## src/rtl/ahb_arb8.sv

```systemverilog
// 8-master AHB-Lite arbiter: one-hot address-phase grant, one-hot data-phase select,
// round-robin with burst/lock hold and idle parking. Define AHB_ARB_FIXED_PRIO_EN for fixed priority.
module ahb_arb8 #(
  parameter logic [2:0]  DEF_MST = 3'd0,
  parameter int unsigned CNT_W   = 4
) (
  input  logic       hclk,
  input  logic       hrst,
  input  logic [7:0] mreq,
  input  logic [7:0] mlock,
  input  logic [1:0] htrans,
  input  logic [2:0] hburst,
  input  logic       hready,
  output logic [7:0] hgrant,
  output logic [7:0] dsel,
  output logic [2:0] hmaster,
  output logic       hmastlock
);

  localparam logic [1:0] HT_BUSY   = 2'b01;
  localparam logic [1:0] HT_NONSEQ = 2'b10;
  localparam logic [1:0] HT_SEQ    = 2'b11;

  typedef enum logic [1:0] {
    ST_ARB   = 2'd0,
    ST_BURST = 2'd1,
    ST_LOCK  = 2'd2
  } state_t;

  state_t           state_q;
  logic [CNT_W-1:0] cnt_q;
  logic [7:0]       hgrant_q;
  logic [7:0]       dsel_q;
  logic [2:0]       hmaster_q;

  logic [2:0]       search_base;
  logic [7:0]       rot_req;
  logic [2:0]       win_idx;
  logic             burst_fixed;
  logic [CNT_W-1:0] burst_load;
  logic             lock_cur;
  logic             arb_pt;

`ifdef AHB_ARB_FIXED_PRIO_EN
  // Searching from 7+1 wraps to master 0 first, giving fixed 0..7 priority.
  assign search_base = 3'd7;
`else
  // rr_q tracks the current owner (parking included), so the search starts just past it.
  logic [2:0] rr_q;
  assign search_base = rr_q;
`endif

  // Request vector rotated so bit 0 is the first candidate in search order.
  for (genvar gi = 0; gi < 8; gi++) begin : g_rot
    assign rot_req[gi] = mreq[search_base + 3'(gi + 1)];
  end

  always_comb begin
    win_idx = DEF_MST;
    for (int k = 7; k >= 0; k--) begin
      if (rot_req[k]) begin
        win_idx = search_base + 3'(k + 1);
      end
    end
  end

  always_comb begin
    burst_fixed = 1'b1;
    burst_load  = '0;
    case (hburst)
      3'd2, 3'd3: burst_load = CNT_W'(3);
      3'd4, 3'd5: burst_load = CNT_W'(7);
      3'd6, 3'd7: burst_load = CNT_W'(15);
      default:    burst_fixed = 1'b0;
    endcase
  end

  assign lock_cur = mlock[hmaster_q];

  // A fixed burst re-arbitrates on the edge that accepts its last beat.
  always_comb begin
    arb_pt = 1'b0;
    if (hready && !lock_cur) begin
      case (state_q)
        ST_ARB:   arb_pt = !(htrans == HT_NONSEQ && burst_fixed);
        ST_BURST: arb_pt = (htrans == HT_SEQ) ? (cnt_q <= CNT_W'(1)) : (htrans != HT_BUSY);
        ST_LOCK:  arb_pt = (htrans != HT_SEQ);
        default:  arb_pt = 1'b1;
      endcase
    end
  end

  always_ff @(posedge hclk) begin
    if (hrst) begin
      state_q   <= ST_ARB;
      cnt_q     <= '0;
      hgrant_q  <= 8'b1 << DEF_MST;
      dsel_q    <= 8'b1 << DEF_MST;
      hmaster_q <= DEF_MST;
`ifndef AHB_ARB_FIXED_PRIO_EN
      rr_q      <= DEF_MST;
`endif
    end else if (hready) begin
      dsel_q <= hgrant_q;
      if (arb_pt) begin
        hgrant_q  <= 8'b1 << win_idx;
        hmaster_q <= win_idx;
`ifndef AHB_ARB_FIXED_PRIO_EN
        rr_q      <= win_idx;
`endif
      end
      if (lock_cur) begin
        state_q <= ST_LOCK;
        cnt_q   <= '0;
      end else begin
        case (state_q)
          ST_ARB: begin
            if (htrans == HT_NONSEQ && burst_fixed) begin
              cnt_q   <= burst_load;
              state_q <= ST_BURST;
            end
          end
          ST_BURST: begin
            if (htrans == HT_SEQ) begin
              if (cnt_q <= CNT_W'(1)) begin
                cnt_q   <= '0;
                state_q <= ST_ARB;
              end else begin
                cnt_q <= cnt_q - CNT_W'(1);
              end
            end else if (htrans != HT_BUSY) begin
              cnt_q   <= '0;
              state_q <= ST_ARB;
            end
          end
          ST_LOCK: begin
            if (htrans != HT_SEQ) begin
              state_q <= ST_ARB;
            end
          end
          default: begin
            cnt_q   <= '0;
            state_q <= ST_ARB;
          end
        endcase
      end
    end
  end

  assign hgrant    = hgrant_q;
  assign dsel      = dsel_q;
  assign hmaster   = hmaster_q;
  assign hmastlock = |(hgrant_q & mlock);

endmodule

```

## config.mk

```make
export PLATFORM = sky130hd
export DESIGN_NAME = ahb_arb8
export DESIGN_NICKNAME = d
export VERILOG_FILES = /design/src/rtl/ahb_arb8.sv
export SDC_FILE = /design/constraint.sdc
export NUM_CORES = 1
export LEC_CHECK = 0
export CAP_MARGIN = 25
export CORE_ASPECT_RATIO = 1.75
export CORE_MARGIN = 5
export CORE_UTILIZATION = 30
export CTS_BUF_LIST = sky130_fd_sc_hd__clkbuf_4
export CTS_CLUSTER_DIAMETER = 100
export DETAILED_ROUTE_END_ITERATION = 8
export SLEW_MARGIN = 15
export SYNTH_ARGS = -nofsm -noshare
export SYNTH_HDL_FRONTEND = slang
export SYNTH_SLANG_ARGS = --single-unit
export TNS_END_PERCENT = 20
```

## constraint.sdc

```tcl
create_clock -name hclk -period 3.3 [get_ports hclk]
set_clock_uncertainty 0.15 [all_clocks]
set_input_delay 0.33 -clock hclk [delete_from_list [all_inputs] [get_ports hclk]]
set_output_delay 0.33 -clock hclk [all_outputs]
set_load 0.02 [all_outputs]
```

After elaboration in Yosys (flattened, before gate mapping)
Cells that the tools add are included.

cells by class
  bitwise operators = 1
  magnitude comparators = 9
  shifts and indexed selects = 1
  multiplexer cells = 44
  add/sub/neg operators = 8
  reduce and logical (&&, ||, !) cells = 13
  equality and inequality tests = 17

operators with widths
  cell                                                                              number
  3-bit by 4-bit < comparator with 1-bit output, second input constant              8
  1-bit binary-select mux with 3-bit select                                         9
  3-bit 2-to-1 mux                                                                  8
  4-bit case mux with 3 select lines                                                2
  4-bit 2-to-1 mux                                                                  5
  3-bit adder, second input constant                                                4
  3-bit equality test, second input constant                                        4
  1-bit 2-to-1 mux                                                                  12
  2-bit 2-to-1 mux                                                                  6
  8-bit bitwise AND                                                                 1
  4-bit != test, second input constant                                              2
  8-bit OR reduction                                                                1
  1-bit by 3-bit left shift with 8-bit output, first input constant                 1
  3-bit by 2-bit adder with 3-bit output, second input constant                     2
  2-bit equality test, second input constant                                        3
  3-bit by 2-bit equality test with 1-bit output, second input constant             2
  3-bit != test, second input constant                                              2
  2-bit case mux with 3 select lines                                                1
  2-bit OR reduction                                                                3
  6-bit OR reduction                                                                1
  5-bit AND reduction                                                               1
  4-bit by 1-bit less-or-equal comparator with 1-bit output, second input constant  1
  2-bit != test, second input constant                                              2
  4-bit AND reduction                                                               1
  9 further kinds                                                                   11

storage, ports and cells
  logic and storage cells = 98
  input bits = 24
  flip-flop bits (word level) = 25

Longest topological paths before layout
Gate-level depths: netlist (run 1).

  depth in word-level cells = 11
  mapped depth = 13
  depth with buffers taken out = 9

Least setup slack after synthesis (run 1)
OpenSTA, ideal clock, no wires.

  path type = register -> register
  start point = reg rr_q[1]
  end point = reg hgrant_q[7], in the netlist hgrant[7]
  period minus slack after synthesis = 3.248 ns
  setup time = 0.116 ns
  buffers on the path = 3
  cell stages (with the launch flop) = 13
  arrival = 2.981 ns
  slack = 0.052 ns
  cell sequence = dfxtp_1 buf_4 buf_6 inv_1 ha_1 buf_6 mux2i_1 mux4_2 o2bb2ai_1 o2111a_1 o31ai_4 nand2_2 a41o_1

on the way
  word-level cells in the longest chain between the ends = 11

RTL lines
  what                                                                                  line    text
  from (decl)                                                                           49      logic [2:0] rr_q;
  from (signal assigned)                                                                109     rr_q <= win_idx;
  3-bit adder / 1-bit binary-select mux with 3-bit select (equally long branches)       55, 62
  1-bit binary-select mux with 3-bit select / 1-bit 2-to-1 mux (equally long branches)  55      assign rot_req[gi] = mreq[search_base + 3'(gi + 1)];
  1-bit 2-to-1 mux (not written as such) / 3-bit 2-to-1 mux (equally long branches)     55, 61
  3-bit 2-to-1 mux (7 in series)                                                        61      if (rot_req[k]) begin
  1-bit by 3-bit left shift with 8-bit output                                           106     hgrant_q <= 8'b1 << win_idx;
  to (signal assigned)                                                                  97      hgrant_q <= 8'b1 << DEF_MST;
  to (signal assigned)                                                                  106
  to (decl)                                                                             32      logic [7:0] hgrant_q;

Several ways; a longest one is shown, not always the timed one. The select of a mux whose other input is x is not followed.
A chain may end at the register's enable or synchronous reset.

Worst setup path in the final report (run 1)
  start point = reg rr_q[1]
  end point = reg hgrant_q[0], in the netlist hgrant[0]

The elaborated chain is that of the path after synthesis.

==> results.sh, run 1 <==
export IMPL_avgSynthCellArea_um2=9.19
export IMPL_crit_type="reg2reg"
export IMPL_nets=303
export IMPL_row_count=41
export IMPL_initial_core_util=0.303
export IMPL_cts_setup_buffers=0
export IMPL_worstPathArrival_ns=3.14
export IMPL_vias_per_cell=5.61
export IMPL_ys_seq_elements=25
export IMPL_cts_sinks=25
export IMPL_die_area_um2=9070
export IMPL_hold_viol_final=0
export IMPL_synthesis_area_um2=2160
export IMPL_intPower_mw=0.790
export IMPL_tightest_slew_ns=0.696
export IMPL_die_h_um=122
export IMPL_clockPowerShare=0.095
export IMPL_final_cell_mix="clkdlybuf4s50_1 (42), dfxtp_1 (25), nand2_1 (20)"
export IMPL_cts_made_buffers=3
export IMPL_io_buffers=42
export IMPL_worstPathMaxFanout=6
export IMPL_synth_distinct_cells=57
export IMPL_min_path_type="reg2reg"
export IMPL_num_fill_cells=726
export IMPL_num_antenna_cells=0
export IMPL_maxSlewHeadroom=0.535
export IMPL_drt_wirelength_per_cell_um=15.8
export IMPL_coreArea_um2=7130
export IMPL_cts_resized_gates=0
export IMPL_synthToLayoutAreaGrowth_pct=24.1
export IMPL_p_switching_mw=0.631
export IMPL_grt_first_pass_wirelength_mm=9.26
export IMPL_seq_area_um2=500
export IMPL_ir_drop_mv=0.219
export IMPL_setup_viol=0
export IMPL_vias=2018
export IMPL_multi_input_area_um2=1540
export IMPL_grt_pass1_vias=1949
export IMPL_htree_levels=1
export IMPL_fmax_mhz=327
export IMPL_finalMaxSlewViolations=0
export IMPL_finalWeightedCongestion=0.870
export IMPL_cts_tree="yes"
export IMPL_die_x_um=74.2
export IMPL_dp_cells=356
export IMPL_comb_power_share=0.644
export IMPL_synth_nets=263
export IMPL_cts_root_buf="clkbuf_4"
export IMPL_fin_ws_ns=0.242
export IMPL_grt_max_degree=19
export IMPL_final_layout_size_suffix_gt1_frac=0.128
export IMPL_startpoint_type="flip-flop"
export IMPL_rsz0062_at_grt="false"
export IMPL_cap_violations=0
export IMPL_drcViolationCount=0
export IMPL_crit_required_ns=3.39
export IMPL_path_clk_slew_ns=0.14
export IMPL_period_minus_slack_ns=3.06
export IMPL_drt_wl_total_mm=5.67
export IMPL_leakagePower_nw=0.999
export IMPL_fin_crit_sh=0.927
export IMPL_grt_overflow=0
export IMPL_dr_pass1_iters=5
export IMPL_clk_insertion_delay_late_ns=0.31
export IMPL_dp_slack_ns=0.248
export IMPL_postRouteAntennaNets=0
export IMPL_grt_total_usage=0.125
export IMPL_final_common_cell="clkdlybuf4s50_1"
export IMPL_fin_cells=360
export IMPL_synth_top_flop_cell="dfxtp_1"
export IMPL_io_pins=44
export IMPL_antenna_found_initial=0
export IMPL_seqPwrFrac=0.261
export IMPL_syn_instance_count=235
export IMPL_dpl_hpwl_mm=4.45
export IMPL_p_total_mw=1.42
export IMPL_yosysWarnings=0
export IMPL_async_flop_share=0
export IMPL_switching_share=0.444
export IMPL_critPathCaptureType="flip-flop"
export IMPL_fin_tns_setup_ns=0
export IMPL_ys_seq_area_frac=0.232
export IMPL_synth_edf_count=0
export IMPL_outcome="finished, final reports clean"
export IMPL_powerDensity_nw_per_um2=530
export IMPL_dr_first_iter_drc_count=172
export IMPL_cts_hold_buf=0
export IMPL_clockBufferDepth=2
-- power by group through the flow --
stage               logic (mW)  registers (mW)  clock network, mW
finish                   0.916           0.370              0.135
global route             0.994           0.376              0.159
CTS                      0.916           0.371              0.147
detailed placement       0.913           0.378                  0
global placement         0.911           0.377                  0
floorplan                0.696           0.391                  0
-- Yosys cell counts (4+ instances only) --
cell type,number,share of area
a22o_1,4,0.016
mux4_2,10,0.10
o21ai_0,9,0.021
nor2b_1,4,0.012
buf_6,4,0.021
mux2i_1,19,0.088
inv_1,8,0.014
a22oi_1,6,0.021
clkbuf_1,6,0.010
nand3b_1,5,0.017
nand3_1,6,0.014
a21oi_1,17,0.039
nor2_1,18,0.031
ha_1,4,0.023
dfxtp_1,25,0.23
nand2_1,20,0.035
mux4_1,4,0.049
nor3b_1,5,0.017
-- sequential cells by signal, indices dropped and copies added, names as in the netlist --
| register | count |
|---|---|
| state_q | 2 |
| cnt_q | 4 |
| rr_q | 3 |
| hgrant | 8 |
| dsel | 8 |
-- through the flow --
step           cell area (µm²)  hold slack, ns   util
3_5_place_dp              2650           0.325  0.372
5_1_grt                   2680           0.372  0.376
4_1_cts                   2680           0.343  0.376
3_3_place_gp              2650           0.311  0.372
2_1_floorplan             2160           0.295      -
6_report                  2680           0.333  0.376
-- cells by family (layout without fill, tap and decap cells) --
family / count (synthesis) / after routing / synth area share
AND/OR/NAND/NOR: 79 / 79 / 0.192
AO/OA/AOI/OAI: 64 / 64 / 0.216
multiplexers: 36 / 36 / 0.262
flip-flops: 25 / 25 / 0.232
buffers and inverters: 23 / 62 / 0.0562
adder cells (fa/ha/maj): 4 / 4 / 0.0232
XOR/XNOR: 4 / 4 / 0.0197
-- worst max-delay path, cell delays in order (launching register included) --
cell and delay, ns:
dfxtp_1 0.36, inv_1 0.11, ha_1 0.33, mux4_1 0.69, mux2i_1 0.43, o21ai_1 0.14, a21oi_1 0.17, a31oi_1 0.08
and2_1 0.27, o31ai_2 0.26
-- area by class of cell --
type / count / area share
Clock inverter: 1 / 0.00187
Multi-Input combinational cell: 187 / 0.574
Clock buffer: 3 / 0.00840
Tap cell: 86 / 0.0401
Sequential cell: 25 / 0.187
Inverter: 9 / 0.0126
Timing Repair Buffer: 49 / 0.176
-- path summary, 6_finish.rpt --
kind	cells after the start	slack, ns	from	end
worst max-delay path	9	0.24	rr_q[1]	hgrant[0]
worst min-delay path	2	0.33	cnt_q[1]	cnt_q[1]
worst max register to register	9	0.24	rr_q[1]	hgrant[0]
worst min register to register	2	0.33	cnt_q[1]	cnt_q[1]
-- per-layer routing --
layer	track usage	part of all wire
met2	0.239	0.55
met4	0.0317	0.0067
met3	0.0107	0.053
met5	0	0
met1	0.145	0.39
No activity file was read; power rests on OpenSTA's default activity.
==> inputs of run 2 (changes only) <==
HOLD_SLACK_MARGIN = 0.08   (was unset)
==> results of run 2 <==
No change in the layout: final DEF, timing and power equal those of run 1.
